[src/rtl/data_mem_ctrl_pkg.sv]
// Shared types for the data-memory controller: access size, FSM states and byte-lane width.
package riscv_definitions;

    typedef enum logic [1:0] {SIZE_B, SIZE_H, SIZE_W} dmc_size_t;

    typedef enum logic [1:0] {DMC_IDLE, DMC_REQ, DMC_WAIT, DMC_RESP} dmc_state_t;

    localparam int DMC_BE_WIDTH = 4;

    // The core's 2-bit size field; the unused 11 encoding behaves as a word access.
    function automatic dmc_size_t dmc_decode_size(input logic [1:0] ctrl);
        case (ctrl)
            2'b00:   return SIZE_B;
            2'b01:   return SIZE_H;
            default: return SIZE_W;
        endcase
    endfunction

endpackage

[src/rtl/data_mem_ctrl_lane_align.sv]
// Combinational byte-lane logic: byte enables, replicated store data, load shift/mask, misalign detect.
module dmc_lane_align
    import riscv_definitions::*;
(
    input  logic [1:0]              offset,
    input  logic [1:0]              size_ctrl,
    input  logic [31:0]             store_data,
    input  logic [31:0]             load_data,
    output logic [DMC_BE_WIDTH-1:0] be,
    output logic [31:0]             wdata,
    output logic                    misaligned,
    output logic [31:0]             load_aligned
);

    dmc_size_t   size;
    logic [31:0] shifted;

    always_comb begin
        size         = dmc_decode_size(size_ctrl);
        shifted      = load_data >> {offset, 3'b000};
        be           = '0;
        wdata        = '0;
        misaligned   = 1'b0;
        load_aligned = '0;
        case (size)
            SIZE_B: begin
                be           = 4'b0001 << offset;
                wdata        = {4{store_data[7:0]}};
                load_aligned = {24'h0, shifted[7:0]};
            end
            SIZE_H: begin
                be           = 4'b0011 << offset;
                wdata        = {2{store_data[15:0]}};
                misaligned   = offset[0];
                load_aligned = {16'h0, shifted[15:0]};
            end
            default: begin
                be           = 4'b1111;
                wdata        = store_data;
                misaligned   = |offset;
                load_aligned = shifted;
            end
        endcase
    end

endmodule

[src/rtl/data_mem_ctrl.sv]
// Data-memory controller: one load/store per request over a req/gnt/rvalid bus, stalling via o_data_ready.
// Define DMC_WRITE_BUFFER_EN to enable the one-entry posted write buffer.
module data_mem_ctrl
    import riscv_definitions::*;
#(
    parameter int ADDR_WIDTH     = 16,
    parameter int TIMEOUT_CYCLES = 255
) (
    input  logic                    clk,
    input  logic                    rst_n,
    input  logic                    i_data_rd_en_ma,
    input  logic                    i_data_wr_en_ma,
    input  logic [31:0]             i_data_addr,
    input  logic [31:0]             i_data_wr,
    input  logic [1:0]              i_data_rd_en_ctrl,
    output logic                    o_data_ready,
    output logic [31:0]             o_data_rd,
    output logic                    o_mem_req,
    output logic                    o_mem_we,
    output logic [ADDR_WIDTH-1:0]   o_mem_addr,
    output logic [DMC_BE_WIDTH-1:0] o_mem_be,
    output logic [31:0]             o_mem_wdata,
    input  logic                    i_mem_gnt,
    input  logic                    i_mem_rvalid,
    input  logic [31:0]             i_mem_rdata,
    output logic                    o_misaligned,
    output logic                    o_bus_err
);

    localparam int CNT_W = $clog2(TIMEOUT_CYCLES + 1);
    localparam logic [CNT_W-1:0] CNT_MAX = CNT_W'(TIMEOUT_CYCLES);
`ifdef DMC_WRITE_BUFFER_EN
    localparam logic WB_EN = 1'b1;
`else
    localparam logic WB_EN = 1'b0;
`endif

    dmc_state_t              state, state_next;
    logic [CNT_W-1:0]        cnt;
    logic [1:0]              offset_q, size_q;
    logic                    posted;
    logic                    req_any;
    logic [1:0]              lane_offset, lane_size;
    logic [DMC_BE_WIDTH-1:0] lane_be;
    logic [31:0]             lane_wdata, lane_load;
    logic                    lane_misaligned;
    logic                    latch_req, post_store, misalign_evt, capture, timeout_evt;
    logic                    unused_addr_bits;

    assign unused_addr_bits = ^i_data_addr[31:ADDR_WIDTH+2];
    assign req_any          = i_data_rd_en_ma | i_data_wr_en_ma;

    // In IDLE the lanes are computed from the live request; afterwards from the latched access.
    assign lane_offset = (state == DMC_IDLE) ? i_data_addr[1:0]  : offset_q;
    assign lane_size   = (state == DMC_IDLE) ? i_data_rd_en_ctrl : size_q;

    dmc_lane_align u_lane_align (
        .offset       (lane_offset),
        .size_ctrl    (lane_size),
        .store_data   (i_data_wr),
        .load_data    (i_mem_rdata),
        .be           (lane_be),
        .wdata        (lane_wdata),
        .misaligned   (lane_misaligned),
        .load_aligned (lane_load)
    );

    always_comb begin
        state_next   = state;
        o_data_ready = 1'b0;
        o_mem_req    = 1'b0;
        latch_req    = 1'b0;
        post_store   = 1'b0;
        misalign_evt = 1'b0;
        capture      = 1'b0;
        timeout_evt  = 1'b0;
        case (state)
            DMC_IDLE: begin
                o_data_ready = !req_any;
                if (req_any) begin
                    latch_req = 1'b1;
                    if (lane_misaligned) begin
                        misalign_evt = 1'b1;
                        state_next   = DMC_RESP;
                    end else begin
                        state_next = DMC_REQ;
                        if (WB_EN && i_data_wr_en_ma) begin
                            post_store   = 1'b1;
                            o_data_ready = 1'b1;
                        end
                    end
                end
            end
            DMC_REQ: begin
                o_mem_req    = 1'b1;
                o_data_ready = posted && !req_any;
                if (i_mem_gnt) state_next = DMC_WAIT;
            end
            DMC_WAIT: begin
                // A drained posted store has already completed for the core, so it skips RESP.
                o_data_ready = posted && !req_any;
                if (i_mem_rvalid) begin
                    capture    = !posted;
                    state_next = posted ? DMC_IDLE : DMC_RESP;
                end else if (cnt == CNT_MAX) begin
                    timeout_evt = 1'b1;
                    state_next  = posted ? DMC_IDLE : DMC_RESP;
                end
            end
            DMC_RESP: begin
                o_data_ready = 1'b1;
                state_next   = DMC_IDLE;
            end
            default: state_next = DMC_IDLE;
        endcase
    end

    always_ff @(posedge clk or negedge rst_n) begin
        if (!rst_n) begin
            state        <= DMC_IDLE;
            cnt          <= '0;
            offset_q     <= '0;
            size_q       <= '0;
            posted       <= 1'b0;
            o_mem_we     <= 1'b0;
            o_mem_addr   <= '0;
            o_mem_be     <= '0;
            o_mem_wdata  <= '0;
            o_data_rd    <= '0;
            o_misaligned <= 1'b0;
            o_bus_err    <= 1'b0;
        end else begin
            state        <= state_next;
            o_misaligned <= misalign_evt;
            o_bus_err    <= timeout_evt;
            cnt          <= (state == DMC_WAIT && state_next == DMC_WAIT) ? cnt + 1'b1 : '0;
            if (latch_req) begin
                offset_q    <= i_data_addr[1:0];
                size_q      <= i_data_rd_en_ctrl;
                posted      <= post_store;
                o_mem_we    <= i_data_wr_en_ma;
                o_mem_addr  <= i_data_addr[ADDR_WIDTH+1:2];
                o_mem_be    <= lane_be;
                o_mem_wdata <= lane_wdata;
            end
            if (misalign_evt || (timeout_evt && !posted)) begin
                o_data_rd <= '0;
            end else if (capture) begin
                o_data_rd <= lane_load;
            end
        end
    end

endmodule

[config.mk]
export PLATFORM = sky130hd
export DESIGN_NAME = data_mem_ctrl
export DESIGN_NICKNAME = d
export VERILOG_FILES = /design/src/rtl/data_mem_ctrl_pkg.sv /design/src/rtl/data_mem_ctrl_lane_align.sv /design/src/rtl/data_mem_ctrl.sv
export SDC_FILE = /design/constraint.sdc
export NUM_CORES = 1
export LEC_CHECK = 0
export ABC_AREA = 1
export BUFFER_PORTS_ARGS = -buffer_cell sky130_fd_sc_hd__buf_2
export CELL_PAD_IN_SITES_DETAIL_PLACEMENT = 1
export CELL_PAD_IN_SITES_GLOBAL_PLACEMENT = 1
export CORE_ASPECT_RATIO = 0.7
export CORE_UTILIZATION = 37
export CTS_BUF_LIST = sky130_fd_sc_hd__clkbuf_16
export CTS_CLUSTER_SIZE = 16
export DETAILED_ROUTE_END_ITERATION = 6
export PLACE_DENSITY = 0.95
export SYNTH_ARGS = -nofsm -noshare
export SYNTH_HDL_FRONTEND = slang
export SYNTH_SLANG_ARGS = --single-unit
[constraint.sdc]
create_clock -name clk -period 2.5 [get_ports clk]
set_input_delay 0.5 -clock clk [delete_from_list [all_inputs] [get_ports clk]]
set_output_delay 0.5 -clock clk [all_outputs]
set_load 0.02 [all_outputs]
Word level (Yosys, flattened, before mapping)
Cells that the tools add are included.

word-level totals
  flip-flop bits (word level) = 101
  input bits = 104
  word-level logic and storage cells = 60

operators by class
  $add $sub $neg = 1
  equality and inequality tests = 7
  shift operators = 3
  muxes and demuxes = 28
  bitwise gates (word level) = 1
  reduce and logical (&&, ||, !) cells = 9

operator list
  cell                                                               count
  32-bit case mux with 2 select lines                                2
  32-bit two-way mux                                                 2
  32-bit by 5-bit right shift with 32-bit output                     1
  2-bit two-way mux                                                  7
  1-bit two-way mux                                                  11
  8-bit by 1-bit adder with 8-bit output, second input constant      1
  8-bit == test, second input constant                               1
  8-bit two-way mux                                                  1
  2-bit case mux with 4 select lines                                 1
  4-bit case mux with 2 select lines                                 1
  2-bit by 1-bit == test with 1-bit output, second input constant    3
  2-bit == test, second input constant                               3
  2-bit zero test                                                    3
  2-bit case mux with 2 select lines                                 1
  2-bit OR reduction                                                 2
  1-bit by 2-bit << shifter with 4-bit output, first input constant  1
  2-bit by 2-bit << shifter with 4-bit output, first input constant  1
  1-bit case mux with 3 select lines                                 1
  1-bit case mux with 2 select lines                                 1
  2-bit nonzero test                                                 1
  1-bit logical AND                                                  1
  1-bit zero test                                                    1
  1-bit logical OR                                                   1
  1-bit bitwise OR                                                   1

Longest topological paths before layout
  word-level depth = 12
  mapped depth = 12
  gate-level depth less buffers = 11

Hierarchy
From an unflattened synthesis, not the netlist that was laid out.

second synthesis, totals
  cell total of the unflattened synthesis = 816
  area, all modules = 5,534.1 um^2

by module, submodules not included
  module          instances  cells each  area each (um^2)  seq. area each (um^2)
  data_mem_ctrl   1          526         4,330.4           2,527.4
  dmc_lane_align  1          290         1,203.7           0.0

Worst setup path after synthesis
OpenSTA, ideal clock, no wires.

  path type = reg2reg
  start = register cnt[0]
  end = register state[0]
  arrival time = 1.479 ns
  data required time = 2.343 ns
  setup slack = 0.864 ns
  cell stages (with the launch flop) = 9
  path buffers = 1
  cell sequence = dfrtp_1 ha_1 nand2_1 nor2_1 nand2_1 a21oi_4 inv_2 clkbuf_1 o311ai_0

on the way
  cells in the longest elaborated chain, start to end = 4

ends and longest elaborated chain
  element                             line                  source
  start: declaration                  data_mem_ctrl.sv:39   logic [CNT_W-1:0] cnt;
  start signal: assignment            data_mem_ctrl.sv:136  cnt <= (state == DMC_WAIT && state_next == DMC_WAIT) ? cnt + 1'b1 : '0;
  8-bit == test                       data_mem_ctrl.sv:105  end else if (cnt == CNT_MAX) begin
  2-bit two-way mux                   data_mem_ctrl.sv:105
  2-bit two-way mux                   data_mem_ctrl.sv:102  if (i_mem_rvalid) begin
  2-bit case mux with 4 select lines  data_mem_ctrl.sv:77   case (state)
  named net state_next[0]             data_mem_ctrl.sv:38   dmc_state_t state, state_next;
  end signal: assignment              data_mem_ctrl.sv:133  state <= state_next;
  end: declaration                    data_mem_ctrl.sv:38

The timed path passes the listed nets, and every way through them passes these cells.
A chain may end at the register's enable or synchronous reset.

Worst setup path after layout
  start = register state[0]
  end = register o_data_rd[1]

on the way
  cells in the longest elaborated chain, start to end = 11

ends and longest elaborated chain
  element                                                                      line                                                           source
  2-bit zero test                                                              data_mem_ctrl.sv:54, data_mem_ctrl.sv:55, data_mem_ctrl.sv:77
  2-bit two-way mux                                                            data_mem_ctrl.sv:55                                            assign lane_size = (state == DMC_IDLE) ? i_data_rd_en_ctrl : size_q;
  2-bit by 1-bit == test with 1-bit output or 2-bit zero test (tied branches)  data_mem_ctrl_pkg.sv:12                                        case (ctrl)
  2-bit case mux with 2 select lines                                           data_mem_ctrl_pkg.sv:12
  2-bit by 1-bit == test with 1-bit output or 2-bit zero test (tied branches)  data_mem_ctrl_lane_align.sv:25                                 case (size)
  1-bit case mux with 2 select lines                                           data_mem_ctrl_lane_align.sv:25
  1-bit two-way mux                                                            data_mem_ctrl.sv:82                                            if (lane_misaligned) begin
  1-bit two-way mux                                                            data_mem_ctrl.sv:80                                            if (req_any) begin
  1-bit two-way mux                                                            data_mem_ctrl.sv:77
  1-bit logical OR                                                             data_mem_ctrl.sv:146                                           if (misalign_evt || (timeout_evt && !posted)) begin
  32-bit two-way mux or 2-bit nonzero test (tied branches)                     n/a
  end signal: assignment                                                       data_mem_ctrl.sv:149                                           o_data_rd <= lane_load;
  end: declaration                                                             data_mem_ctrl.sv:17                                            output logic [31:0] o_data_rd,

Parallel ways exist; a longest one is shown, timed or not. The select of a mux whose other input is x is not followed.

==> results by stage <==
Yosys:
- Counting flops and latches in the post-synthesis netlist gives 101.
- Synthesis instantiated 27 different standard cells from the library.
- Sequential elements use 50.9% of the synthesized area.
- The average footprint of a synthesized cell is 7.67 µm².
- Yosys printed 0 warnings.
- Synthesis produced 648 cells.
- The cell area that synthesis handed to floorplanning was 4970 µm².
- Counting every net in the synthesized netlist gives 753.

Worst setup path:
- The required time of the critical path is 2.70 ns.
- Data on the critical path arrives at its endpoint at 2.47 ns.
- The combined buffer and inverter count along the critical path is 2.
- Traced cell by cell, the critical path runs through inv_1, nand2_2, nand2_1, nand2_2, inv_2, nand2_1, nand2_2, nand2_4, nand2_1, o21ai_0.
- The launching element of the worst setup path is state[0]$_DFF_PN0_.
- The critical path start-end classification is reg -> reg.
- The worst register-to-register path begins at state[0]$_DFF_PN0_.
- The type of element launching the critical path is a flip-flop.
- On the critical path the largest part of the delay comes from simple AND/OR/NAND/NOR gates.
- The biggest fanout along the worst timing path is 19.
- The biggest cell delay along the critical path is 0.43 ns.
- For this design, the slowest cell found on the critical path is sky130_fd_sc_hd__dfrtp_1.
- The worst setup path is captured at a flip-flop.

Flow run:
- Max-cap violations in this run came to 0.

Global routing:
- The aggregate global-route resource usage is 25.0%.
- The via count of the first global-routing pass is 5,124.
- The first global-routing pass estimated 26,900 µm of wire.
- Entering global routing, the biggest net connects 63 pins.
- The total grt overflow is 0.
- The initial antenna violation count is 0.

Timing:
- In the final timing run, aggregate negative setup slack is 0 ns.
- For the final database, setup skew stands at 0.00557 ns.
- The smallest clock period supported by the final layout is computed as 2.27 ns.
- The number of endpoints failing setup at the final stage is 0.
- The number of hold violations in the final report was 0.
- The remaining max-slew budget at the tightest pin is 59.2%.
- At the pin with the least slew margin, the transition time is 0.611 ns.
- Setup repair after global routing left no endpoint under its margin.
- The worst hold slack across all endpoints is 0.145 ns.
- The final count of pins violating max slew is 0.
- The part of the cycle the worst path needs is 90.9%.
- The peak clock frequency supported by timing is 440 MHz.

Floorplan:
- The die is 99.0 µm tall.
- The effective utilization at floorplan is 37.8%.
- The die is 141 µm wide.
- The floorplan has 35 rows.
- The number of ports placed on the die boundary is 193.
- The total core area is 13,100 µm².
- The die covers 13,900 µm².

Detailed routing:
- The detail route stage leaves a number of antenna-violating nets equal to 0.
- The number of DRC violations after detailed routing is 0.
- The detail-routed net length per standard cell is 16.9 µm.
- For this block, the via count after detailed routing is 5,027.
- In this run, the number of DRC markers left after iteration 0 of detailed routing was 314.
- The total wire length is 16,700 µm.
- The average vias per placed instance is 5.07.
- For this run, the detailed router's first-pass iteration total came to 5.

Clock tree:
- The hold-fix buffer count after cts is 0.
- The TritonCTS buffer count is 9.
- In this run the deepest clock path goes through 2 buffers.
- The clock net sink count is 101.
- The clock tree from TritonCTS is built.
- The maximum level of the CTS H-tree is 3.
- At the later pin of the worst-skew pair, clock insertion delay measures 0.34 ns.
- The root buffer cell chosen for the clock tree is sky130_fd_sc_hd__clkbuf_16.
- After clock tree synthesis, the clock-pin slew on the worst setup and hold paths is 0.07 ns.

Final layout:
- The final layout net count is 927.
- From synthesis to final layout, the design area changed by 28.4%.
- Counting the fill cells in the layout gives 1,684.
- Summing all multi-input logic gate instances after layout gives 2090 µm².
- The cell area after layout is 6380 µm².
- Across the whole layout, storage elements account for 2530 µm².
- The fraction of layout instances using a drive strength above 1 is 28.0%.
- The antenna diode count is 0.

Hold path:
- The type of the tightest min-delay check is in -> async.

Power and ir drop:
- The analysis attributes to cell leakage a power of 3.52 nW.
- IR analysis of the VDD net gives a maximum drop of 0.576 mV.
- The power density over the cells is 1470 nW/µm².

Placement:
- At the end of routability-driven placement, the weighted congestion stood at 0.865.
- The detailed-placement wirelength estimate is 12,500 µm.
- The count of input and output buffers is 178.
- In this run the cell area measured after placement is 6070 µm².

Status:
- The run finished with clean final reports.
repair_timing:
action,CTS,global route
resized for setup,0,1
endpoints found under the setup margin,0,1
buffers inserted,0,0
area by class of cell:
| class | count | share of cell area, % |
|---|---|---|
| clock buffer | 9 | 3.53 |
| clock inverter | 6 | 1.25 |
| inverter | 47 | 2.76 |
| multi-input combinational | 466 | 32.8 |
| sequential | 101 | 39.6 |
| tap | 166 | 3.25 |
| timing repair buffer | 197 | 16.8 |
cells in the final DEF (no fill, tap or decap), drive strengths merged:
cell / count
bufinv: 2
nand4: 8
a21oi: 13
ha: 1
dfrtp: 101
xor2: 2
nor3b: 3
o21ai: 51
nor2: 48
o311ai: 1
inv: 46
or2: 7
nand2: 237
clkbuf: 9
a31oi: 8
clkinv: 5
nor3: 5
nand3: 82
buf: 197
layer usage:
metal  vias to the layer above  global-route usage, %  wire length (µm)
li1                       2418                      -                 -
met1                      2427                   35.8              8060
met2                       164                   38.4              7410
met3                        18                   5.15              1030
met4                         0                   6.86               225
met5                         -                      0                 0
synthesized netlist by cell type, drive strengths merged:
library cell    n  area (µm²)
nand2         237         910
dfrtp         101        2530
nand3          82         410
o21ai          51         255
nor2           48         188
inv            45         169
buf            29         166
a21oi          13        87.6
a31oi           8        50.1
nand4           8        50.1
or2             7        43.8
clkbuf          5        18.8
nor3            5        25.0
nor3b           3        22.5
clkinv          2        7.51
xor2            2        17.5
ha              1        12.5
o311ai          1        8.76
logic make-up (layout without fill, tap and decap cells):
kind of cell             after synthesis  after routing  synth area share [%]
AND/OR/NAND/NOR                      390            390                  33.2
flip-flops                           101            101                  50.9
buffers and inverters                 81            259                  7.28
AO/OA/AOI/OAI                         73             73                  8.08
XOR/XNOR                               2              2                 0.353
adder cells (fa/ha/maj)                1              1                 0.252
through the flow:
step           total power [mW]  worst slack (ns)  utilization [%]  cells
3_3_place_gp               7.67             0.375             46.2    977
6_report                   9.36             0.229             48.6    992
5_1_grt                    10.1           0.00996             48.6    992
4_1_cts                    9.40             0.243             48.6    992
2_1_floorplan              6.08             0.864                -    648
3_5_place_dp               7.88             0.277             46.2    977
final timing paths:
kind / slack (ns) / depth (start not counted) / endpoint
setup / recovery: 0.23 / 10 / o_data_rd[1]$_DFFE_PN0P_
hold / removal: 0.15 / 1 / cnt[7]$_DFF_PN0_
setup reg to reg: 0.23 / 10 / o_data_rd[1]$_DFFE_PN0P_
hold reg to reg: 0.47 / 2 / o_mem_wdata[4]$_DFFE_PN0P_
max in group asynchronous: 1.69 / 2 / o_data_rd[10]$_DFFE_PN0P_
min in group clk: 0.36 / 3 / o_mem_addr[3]$_DFFE_PN0P_
worst register-to-register path, cell delays in order, from the launching register on:
cell and delay (ns):
sky130_fd_sc_hd__dfrtp_1 0.43, sky130_fd_sc_hd__inv_1 0.16, sky130_fd_sc_hd__nand2_2 0.14, sky130_fd_sc_hd__nand2_1 0.10, sky130_fd_sc_hd__nand2_2 0.07, sky130_fd_sc_hd__inv_2 0.29
sky130_fd_sc_hd__nand2_1 0.12, sky130_fd_sc_hd__nand2_2 0.13, sky130_fd_sc_hd__nand2_4 0.16, sky130_fd_sc_hd__nand2_1 0.37, sky130_fd_sc_hd__o21ai_0 0.18
power by group:
group          switching (mW)  total (mW)  internal, mW  leakage (nW)
Sequential              0.379        2.71          2.34          1.26
Clock                   0.605        1.47         0.864         0.152
Combinational            3.60        5.18          1.58          2.11
sequential cells by signal, summed over array words and instances (netlist names):
| register | count |
|---|---|
| cnt | 8 |
| o_bus_err | 1 |
| o_data_rd | 32 |
| o_mem_addr | 16 |
| o_mem_be | 4 |
| o_mem_wdata | 32 |
| o_mem_we | 1 |
| o_misaligned | 1 |
| offset_q | 2 |
| size_q | 2 |
| state | 2 |
No activity file was read; power rests on OpenSTA's default activity.
